## config.mk

```make
export PLATFORM = sky130hd
export DESIGN_NAME = muldiv_unit_flat
export DESIGN_NICKNAME = d
export VERILOG_FILES = /design/src/rtl/muldiv_if.sv /design/src/rtl/muldiv_unit.sv /design/src/flat_wrapper.sv
export SDC_FILE = /design/constraint.sdc
export NUM_CORES = 2
export LEC_CHECK = 0
export BUFFER_PORTS_ARGS = -buffer_cell sky130_fd_sc_hd__buf_2
export CAP_MARGIN = 0
export CELL_PAD_IN_SITES_DETAIL_PLACEMENT = 1
export CELL_PAD_IN_SITES_GLOBAL_PLACEMENT = 2
export CORE_MARGIN = 1.5
export CORE_UTILIZATION = 38
export CTS_BUF_LIST = sky130_fd_sc_hd__clkbuf_4
export DETAILED_ROUTE_END_ITERATION = 6
export PLACE_DENSITY = 0.84
export SYNTH_ARGS = -nofsm -noshare
export SYNTH_HDL_FRONTEND = slang
export SYNTH_SLANG_ARGS = --single-unit
```

## constraint.sdc

```tcl
create_clock -name CPU_CLK -period 7.7 [get_ports CPU_CLK]
set_input_delay 1.54 -clock CPU_CLK [delete_from_list [all_inputs] [get_ports CPU_CLK]]
set_output_delay 1.54 -clock CPU_CLK [all_outputs]
set_load 0.02 [all_outputs]
```

## src/rtl/muldiv_if.sv

```systemverilog
// Request/response bundle between the EX stage and the multiply/divide unit.
interface muldiv_if #(
  parameter int XLEN = 32
);
  logic            start;
  logic [2:0]      op;
  logic [XLEN-1:0] rs1;
  logic [XLEN-1:0] rs2;
  logic            flush;
  logic            busy;
  logic            done;
  logic [XLEN-1:0] result;

  modport master (
    output start, op, rs1, rs2, flush,
    input  busy, done, result
  );

  modport slave (
    input  start, op, rs1, rs2, flush,
    output busy, done, result
  );
endinterface

```

## src/rtl/muldiv_unit.sv

```systemverilog
// RV32 M-extension execution unit: fixed-latency multiply, iterative radix-2 restoring divide.
// Optional MULDIV_FAST_SPECIAL_EN: divide-by-zero / signed overflow complete one cycle after start.
module muldiv_unit #(
  parameter int XLEN        = 32,
  parameter int MUL_LATENCY = 2
) (
  input  logic    CPU_CLK,
  input  logic    CPU_RST,
  muldiv_if.slave bus
);
  localparam int MCW = (MUL_LATENCY > 1) ? $clog2(MUL_LATENCY) : 1;
  localparam int DCW = $clog2(XLEN);

  typedef enum logic [1:0] {IDLE, MUL_WAIT, DIV_ITER, DIV_FIX} stateT;

  stateT           stateReg, stateNext;
  logic [2:0]      opReg;
  logic [XLEN-1:0] aReg, bReg, quoReg, remReg;
  logic            quoNegReg, remNegReg, divZeroReg;
  logic [MCW-1:0]  mulCntReg;
  logic [DCW-1:0]  divCntReg;
  logic [XLEN-1:0] resultReg, resultNext;
  logic            doneReg, doneNext;

  logic            accept, opSigned, rs1Neg, rs2Neg, rs2Zero;
  logic [XLEN-1:0] absRs1, absRs2;
  logic [XLEN:0]   shifted, trial;
  logic [XLEN-1:0] quoFinal, remFinal, divResult;

  // Operands are sign/zero-extended to 2*XLEN so one unsigned multiply covers all four ops.
  function automatic logic [XLEN-1:0] mulCalc(input logic [2:0] o,
                                              input logic [XLEN-1:0] a,
                                              input logic [XLEN-1:0] b);
    logic            sgnA, sgnB;
    logic [2*XLEN-1:0] extA, extB, prod;
    sgnA = ((o == 3'd1) || (o == 3'd2)) && a[XLEN-1];
    sgnB = (o == 3'd1) && b[XLEN-1];
    extA = {{XLEN{sgnA}}, a};
    extB = {{XLEN{sgnB}}, b};
    prod = extA * extB;
    return (o == 3'd0) ? prod[XLEN-1:0] : prod[2*XLEN-1:XLEN];
  endfunction

  assign accept   = (stateReg == IDLE) && bus.start && !bus.flush;
  assign opSigned = ~bus.op[0];
  assign rs1Neg   = opSigned & bus.rs1[XLEN-1];
  assign rs2Neg   = opSigned & bus.rs2[XLEN-1];
  assign rs2Zero  = (bus.rs2 == '0);
  assign absRs1   = rs1Neg ? -bus.rs1 : bus.rs1;
  assign absRs2   = rs2Neg ? -bus.rs2 : bus.rs2;

  assign shifted  = {remReg, quoReg[XLEN-1]};
  assign trial    = shifted - {1'b0, bReg};

`ifdef MULDIV_FAST_SPECIAL_EN
  logic            fastSpecial;
  logic [XLEN-1:0] specialResult;
  assign fastSpecial = bus.op[2] && (rs2Zero ||
                       (opSigned && (bus.rs1 == {1'b1, {(XLEN-1){1'b0}}}) && (bus.rs2 == '1)));
  assign specialResult = rs2Zero ? (bus.op[1] ? bus.rs1 : '1)
                                 : (bus.op[1] ? '0 : bus.rs1);
`endif

  // Sign fix-up; divide-by-zero overrides the datapath, overflow falls out naturally.
  always_comb begin
    quoFinal = quoNegReg ? -quoReg : quoReg;
    remFinal = remNegReg ? -remReg : remReg;
    if (divZeroReg) begin
      quoFinal = '1;
      remFinal = aReg;
    end
    divResult = opReg[1] ? remFinal : quoFinal;
  end

  always_ff @(posedge CPU_CLK or negedge CPU_RST) begin
    if (!CPU_RST) begin
      stateReg  <= IDLE;
      resultReg <= '0;
      doneReg   <= 1'b0;
    end else begin
      stateReg  <= stateNext;
      resultReg <= resultNext;
      doneReg   <= doneNext;
    end
  end

  always_comb begin
    stateNext  = stateReg;
    resultNext = resultReg;
    doneNext   = 1'b0;
    unique case (stateReg)
      IDLE: begin
        if (accept) begin
          if (!bus.op[2]) begin
            if (MUL_LATENCY == 1) begin
              resultNext = mulCalc(bus.op, bus.rs1, bus.rs2);
              doneNext   = 1'b1;
            end else begin
              stateNext = MUL_WAIT;
            end
          end else begin
`ifdef MULDIV_FAST_SPECIAL_EN
            if (fastSpecial) begin
              resultNext = specialResult;
              doneNext   = 1'b1;
            end else begin
              stateNext = DIV_ITER;
            end
`else
            stateNext = DIV_ITER;
`endif
          end
        end
      end
      MUL_WAIT: begin
        if (mulCntReg <= MCW'(1)) begin
          resultNext = mulCalc(opReg, aReg, bReg);
          doneNext   = 1'b1;
          stateNext  = IDLE;
        end
      end
      DIV_ITER: begin
        if (divCntReg == DCW'(XLEN-1)) stateNext = DIV_FIX;
      end
      DIV_FIX: begin
        resultNext = divResult;
        doneNext   = 1'b1;
        stateNext  = IDLE;
      end
      default: stateNext = IDLE;
    endcase
    // Flush dominates everything, including a completion due this cycle.
    if (bus.flush) begin
      stateNext  = IDLE;
      resultNext = resultReg;
      doneNext   = 1'b0;
    end
  end

  always_ff @(posedge CPU_CLK or negedge CPU_RST) begin
    if (!CPU_RST) begin
      opReg      <= '0;
      aReg       <= '0;
      bReg       <= '0;
      quoReg     <= '0;
      remReg     <= '0;
      quoNegReg  <= 1'b0;
      remNegReg  <= 1'b0;
      divZeroReg <= 1'b0;
      mulCntReg  <= '0;
      divCntReg  <= '0;
    end else if (accept) begin
      opReg      <= bus.op;
      aReg       <= bus.rs1;
      bReg       <= bus.op[2] ? absRs2 : bus.rs2;
      quoReg     <= absRs1;
      remReg     <= '0;
      quoNegReg  <= rs1Neg ^ rs2Neg;
      remNegReg  <= rs1Neg;
      divZeroReg <= rs2Zero;
      mulCntReg  <= MCW'(MUL_LATENCY - 1);
      divCntReg  <= '0;
    end else begin
      unique case (stateReg)
        MUL_WAIT: begin
          if (mulCntReg != '0) mulCntReg <= mulCntReg - 1'b1;
        end
        DIV_ITER: begin
          // Restoring step: the dividend shifts out of quoReg while quotient bits shift in.
          if (!trial[XLEN]) begin
            remReg <= trial[XLEN-1:0];
            quoReg <= {quoReg[XLEN-2:0], 1'b1};
          end else begin
            remReg <= shifted[XLEN-1:0];
            quoReg <= {quoReg[XLEN-2:0], 1'b0};
          end
          divCntReg <= (divCntReg == DCW'(XLEN-1)) ? '0 : divCntReg + 1'b1;
        end
        default: ;
      endcase
    end
  end

  assign bus.busy   = (stateReg != IDLE);
  assign bus.done   = doneReg;
  assign bus.result = resultReg;
endmodule

```

## src/flat_wrapper.sv

```systemverilog
// flat-port wrapper written by rule: the top's interface ports become plain ports
module muldiv_unit_flat 
#(
  parameter int XLEN        = 32,
  parameter int MUL_LATENCY = 2
)
  (CPU_CLK, CPU_RST, bus_start, bus_op, bus_rs1, bus_rs2, bus_flush, bus_busy, bus_done, bus_result);
  muldiv_if #(.XLEN(XLEN)) bus_i ();
  input  logic CPU_CLK;
  input  logic CPU_RST;
  input wire logic [$bits(bus_i.start)-1:0] bus_start;
  input wire logic [$bits(bus_i.op)-1:0] bus_op;
  input wire logic [$bits(bus_i.rs1)-1:0] bus_rs1;
  input wire logic [$bits(bus_i.rs2)-1:0] bus_rs2;
  input wire logic [$bits(bus_i.flush)-1:0] bus_flush;
  output wire logic [$bits(bus_i.busy)-1:0] bus_busy;
  output wire logic [$bits(bus_i.done)-1:0] bus_done;
  output wire logic [$bits(bus_i.result)-1:0] bus_result;
  assign bus_i.start = bus_start;
  assign bus_i.op = bus_op;
  assign bus_i.rs1 = bus_rs1;
  assign bus_i.rs2 = bus_rs2;
  assign bus_i.flush = bus_flush;
  assign bus_busy = bus_i.busy;
  assign bus_done = bus_i.done;
  assign bus_result = bus_i.result;
  muldiv_unit #(.XLEN(XLEN), .MUL_LATENCY(MUL_LATENCY)) u_core (.CPU_CLK(CPU_CLK), .CPU_RST(CPU_RST), .bus(bus_i));
endmodule
```

# == After elaboration in Yosys (flattened, before gate mapping) ==
# Index checks and enable logic that the tools add are counted.
# classes
n_addsub,7
mul,1
order_cmp,1
n_eq_ne,10
n_mux,32
bitwise,5
reduce_logical,15
# ops
operator,count
2-to-1 mux 32 bit,15
negation 32 bit,4
multiplier 33 x 33 -> 64 bit,1
one-hot mux 32 bit (2 select lines),1
subtractor 33 x 32 -> 33 bit,1
zero test 32 bit,1
2-to-1 mux 5 bit,3
2-to-1 mux 2 bit,5
!= test 3 x 2 -> 1 bit (second input constant),3
one-hot mux 2 bit (4 select lines),1
nonzero test 2 bit,4
2-to-1 mux 1 bit,6
AND reduction 3 bit,2
adder 5 x 1 -> 5 bit (second input constant),1
equality test 5 bit (second input constant),1
equality test 2 bit (second input constant),2
logical AND 1 bit,4
equality test 3 x 1 -> 1 bit (second input constant),1
equality test 3 x 2 -> 1 bit (second input constant),1
zero test 3 bit,1
bitwise AND 1 bit,2
equality test 2 x 1 -> 1 bit (second input constant),1
zero test 2 bit,1
!= test 2 x 1 -> 1 bit (second input constant),1
other kinds (7),8
# word_totals
register_bits,175
out_inout_bits,34

# == Depth between registers and ports, before layout ==
# logic_depth
depth_word,7
depth_mapped,32
depth_no_buf,29

# == Least setup slack after synthesis ==
# OpenSTA, ideal clock, no wires.
# synth_path
path_type,reg2reg
startpoint,register u_core.opReg[1]
endpoint,register u_core.resultReg[31] (netlist: u_core.bus.result[31])
arrival_ps,8240
t_required_ps,7623
setup_slack_ps,-618
path_stages_with_launch,29
path_buffers,3
synth_period_minus_slack_ps,8318
path_cell_list,dfrtp_1 clkbuf_1 xnor2_1 nor3b_1 clkbuf_1 nand2_1 fa_1 fa_1 inv_1 fa_1 inv_1 fa_1 inv_1 fa_1 fa_1 inv_1 fa_1 fa_1 inv_1 ha_1 clkbuf_1 nand2_1 or3_1 nor3_1 a221oi_1 o21ai_0 a211oi_1 a31o_2 a21oi_1
# synth_between
elab_chain_cells,7
# synth_rtl
item,line_no,source
from (decl),muldiv_unit.sv:17,logic [2:0] opReg;
from (signal assigned),muldiv_unit.sv:153,opReg <= bus.op;
equality test 3 x 1 -> 1 bit / equality test 3 x 2 -> 1 bit (equally long branches),"muldiv_unit.sv:36, muldiv_unit.sv:37",
logical OR 1 bit,muldiv_unit.sv:36,sgnA = ((o == 3'd1) || (o == 3'd2)) && a[XLEN-1];
logical AND 1 bit,muldiv_unit.sv:36,
multiplier 33 x 33 -> 64 bit,muldiv_unit.sv:40,prod = extA * extB;
2-to-1 mux 32 bit,muldiv_unit.sv:41,return (o == 3'd0) ? prod[XLEN-1:0] : prod[2*XLEN-1:XLEN];
2-to-1 mux 32 bit,muldiv_unit.sv:116,if (mulCntReg <= MCW'(1)) begin
one-hot mux 32 bit (2 select lines) (*),muldiv_unit.sv:91,unique case (stateReg)
to (signal assigned),muldiv_unit.sv:82,resultReg <= resultNext;
to (decl),muldiv_unit.sv:22,"logic [XLEN-1:0] resultReg, resultNext;"
# Every way passes the cells marked *; elsewhere a longest branch is shown, timed or not. The select of a mux whose other input is x is not followed.
# A chain may end at the register's enable or synchronous reset.

# == Final worst setup path ==
# layout_path
startpoint,register u_core.opReg[0]
endpoint,register u_core.resultReg[21] (netlist: u_core.bus.result[21])
# layout_between
elab_chain_cells,7
# layout_rtl
item,line_no
equality test 3 x 1 -> 1 bit / equality test 3 x 2 -> 1 bit (equally long branches),"muldiv_unit.sv:36, muldiv_unit.sv:37"
logical OR 1 bit,muldiv_unit.sv:36
logical AND 1 bit,muldiv_unit.sv:36
multiplier 33 x 33 -> 64 bit,muldiv_unit.sv:40
2-to-1 mux 32 bit (*),muldiv_unit.sv:41
2-to-1 mux 32 bit (*),muldiv_unit.sv:116
one-hot mux 32 bit (2 select lines) (*),muldiv_unit.sv:91
# Marks and branches as above.

==> results.py <==
metrics = {
    "sta": {
        "worst_slew_pin_slew_ns": 1.11,
        "timing.fmax_mhz": 125,
        "skew_ns": 0.0451,
        "worst_slack_ns": -0.309,
        "setup_violations": 19,
        "slew_viol_final": 0,
        "rsz0062_at_grt": "yes",
        "finalHoldViolCount": 0,
        "finalCritPeriodShare_pct": 104,
        "hold_ws_ns": 0.529,
        "slew_headroom_pct": 25.7,
        "period_needed_ns": 8.01,
    },
    "global_routing": {
        "grtUsageMet1_pct": 37.5,
        "grt.busiest_layer": "met2",
        "grt_use_met3_pct": 3.72,
        "grt_use_total_pct": 28.1,
        "grt_pass1_wl_um": 287000,
        "gr-usage-met2_pct": 46.7,
        "overflow": 0,
        "grt_max_degree": 104,
        "grt_antenna_before_repair": 16,
        "grt_pass1_vias": 47200,
    },
    "die": {
        "initial_core_util_pct": 38.4,
        "die_w_um": 368,
        "row_count": 133,
        "io_pins": 105,
        "dieArea_sq_mm": 0.135,
        "core-area_sq_mm": 0.132,
        "die_h_um": 368,
    },
    "detailed_routing": {
        "wl_per_cell_um": 23.8,
        "dr.pass1.iters": 5,
        "drt_iter0_drc": 2687,
        "vias": 42400,
        "via_per_inst": 5.32,
        "drc_errors": 0,
        "wirelength_um": 190000,
        "ant_nets": 0,
    },
    "clock_network": {
        "cts_tree": "done",
        "insertion_delay_ns": 0.85,
        "cts_buffer_depth": 2,
        "ctsHtreeMaxLevel": 4,
        "cts-root-buf": "clkbuf_4",
        "clk_pin_slew_worst_paths_ns": 0.21,
        "hold_buffers": 0,
        "cts.sink_count": 174,
        "cts_inserted_buffers": 17,
    },
    "layout": {
        "area_delta_synth_final_pct": 17.1,
        "nFillCells": 15500,
        "drive_gt1_share_pct": 16.9,
        "nNetsFinal": 7653,
    },
    "logic_synthesis": {
        "synth_nets": 7290,
        "synthArstFlopShare_pct": 100,
        "syn_avg_cell_area_sq_um": 8.66,
        "synth-xor-area-share_pct": 3.55,
        "ys_ff_latch": 174,
        "synthFlopType": "dfrtp_1",
        "syn-cell-area_sq_mm": 0.0506,
        "synthSimpleGateAreaFrac_pct": 16.2,
        "seq_area_frac_synth_pct": 8.60,
        "ys_warn_count": 0,
        "synth_top_family_by_area": "adder cells",
        "yosys-mux-area-fraction_pct": 1.01,
        "syn_inst": 5843,
        "yosys.area_share.adder_pct": 50.7,
        "synth_compound_area_share_pct": 8.03,
        "synth_edf_count": 0,
        "yosysUniqueCellTypes": 83,
    },
    "critical_path": {
        "worst-setup-path-type": "reg -> reg",
        "cp_common_cell": "fa_1",
        "required_ns": 8.40,
        "slowest_stage": "fa_2",
        "worst_setup_path_start_kind": "flop",
        "end_kind": "flop",
        "cp_max_fo": 7,
        "cpPeakStageDelay_ns": 0.58,
        "path_buf_inv": 9,
        "cp.arrival_ns": 8.71,
        "cp_top_family": "adder cells",
    },
    "placed_design": {
        "port_buffers": 104,
        "gp_congestion": 0.916,
        "dpl.hpwl_um": 159000,
    },
    "job": {
        "cap_violations": 0,
    },
    "run_status": {
        "outcome": "complete, but fails checks",
        "failed_checks": "negative setup slack",
    },
    "hold_path": {
        "hp-class": "reg -> reg",
    },
}
[cells in the final DEF, fill, tap and decap left out, drive strengths merged, types with 10 or more instances in the layout]
cell / netlist / final
or2: 14 / 14
a31oi: 37 / 37
mux2i: 49 / 49
a211oi: 16 / 16
ha: 250 / 250
xor2: 87 / 87
nand3b: 10 / 10
nor3: 46 / 46
a221oi: 16 / 16
a21o: 49 / 49
dfrtp: 174 / 174
or4: 15 / 15
inv: 1231 / 1237
o211ai: 16 / 16
xnor2: 118 / 118
o31ai: 39 / 39
a22oi: 24 / 24
buf: 12 / 706
nor2b: 12 / 12
nand2b: 18 / 18
nand4: 28 / 28
o21a: 19 / 19
clkbuf: 354 / 21
o21bai: 16 / 16
nor4: 17 / 17
or3: 14 / 14
fa: 1126 / 1126
a21oi: 143 / 143
nand3: 50 / 50
o21ai: 183 / 183
and2: 313 / 313
nor2: 165 / 165
nand2: 1060 / 1060
o41ai: 12 / 12
[flip-flops by register name (all words and copies together) (netlist names)]
| name | cells |
|---|---|
| u_core.aReg | 32 |
| u_core.bReg | 32 |
| u_core.bus.done | 1 |
| u_core.bus.result | 32 |
| u_core.divCntReg | 5 |
| u_core.divZeroReg | 1 |
| u_core.opReg | 3 |
| u_core.quoNegReg | 1 |
| u_core.quoReg | 32 |
| u_core.remNegReg | 1 |
| u_core.remReg | 32 |
| u_core.stateReg | 2 |
[final timing paths]
check	start	to	slack, ns	cells past startpoint
hold / removal	u_core.bus.result[1]	u_core.bus.result[1]	0.53	2
min in group asynchronous	CPU_RST	u_core.divCntReg[0]	0.80	1
setup reg to reg	u_core.opReg[0]	u_core.bus.result[21]	-0.31	30
hold reg to reg	u_core.bus.result[1]	u_core.bus.result[1]	0.53	2
setup / recovery	u_core.opReg[0]	u_core.bus.result[21]	-0.31	30
max in group asynchronous	CPU_RST	u_core.bReg[14]	5.59	2
[cell usage after synthesis, types with 18 or more instances]
master    count  area share (%)
clkbuf_1    354             2.6
a22oi_1      24            0.36
and2_1      313             3.9
nor3_1       46            0.45
inv_1      1230             9.1
nand2b_1     18            0.22
o31ai_1      39            0.58
xor2_1       87             1.5
o21a_1       19            0.28
nor2_1      165             1.2
nand4_1      28            0.35
mux2i_1      49            0.97
fa_1       1126              45
a31oi_1      37            0.46
o21ai_0     180             1.8
a21o_1       49            0.73
a21oi_1     143             1.4
xnor2_1     118             2.0
dfrtp_1     174             8.6
ha_1        250             6.2
nand3_1      50            0.49
nand2_1    1060             7.9
[metrics by stage]
stage          std cells  setup TNS, ns  area, sq um  utilization, %  setup WS, ns
6_report            7981          -3.34        59300            45.0        -0.309
5_1_grt             7980          -8.41        59300            45.0        -0.522
4_1_cts             7942          -2.62        58200            44.1        -0.234
3_5_place_dp        7876          -9.16        57000            43.2        -0.541
3_3_place_gp        7876          -6.07        57000            43.2        -0.451
2_1_floorplan       5843         -0.251        50700               -        -0.133
[cell families (layout without fill, tap and decap cells)]
kind of cell,after synthesis,in the layout
XOR/XNOR,205,205
AO/OA/AOI/OAI,636,636
AND/OR/NAND/NOR,1802,1802
buffers and inverters,1599,1975
adder cells (fa/ha/maj),1376,1376
other,0,7
multiplexers,51,51
flip-flops,174,174
[worst reg2reg max path, delay by kind of cell (launching register included)]
kind | cells | cell delay (ns)
adders and majority gates | 9 | 4.25
and+or+nand+nor | 4 | 0.73
AOI/OAI and AO/OA | 6 | 1.04
xor gates and xnor gates | 2 | 0.31
DFF | 1 | 0.49
buffers and inverters | 9 | 1.06
[area by class of cell]
cell class	count	area (sq um)	area share, %
multi-input combinational	4070	41600	70.1
sequential	174	4390	7.41
clock inverter	15	206	0.348
clock buffer	17	128	0.215
timing repair buffer	710	6140	10.4
inverter	1233	4640	7.83
tap	1755	2200	3.70
antenna	7	17.5	0.0296
[what timing repair did]
action	4_1_cts	5_1_grt
cloned	0	3
gates resized for setup	149	227
endpoints found under the setup margin	31	32
pin swaps	120	163
setup buffers	38	37
[metal layers]
metal  routed length, um  vias up
met5                  13        -
met4                7730        2
met3               11800      312
met2               90700     1282
met1               79600    22600
li1                    -    18300
Power is not shown: default switching activity piles up to over one toggle a cycle in this logic, so the estimate is an artifact.
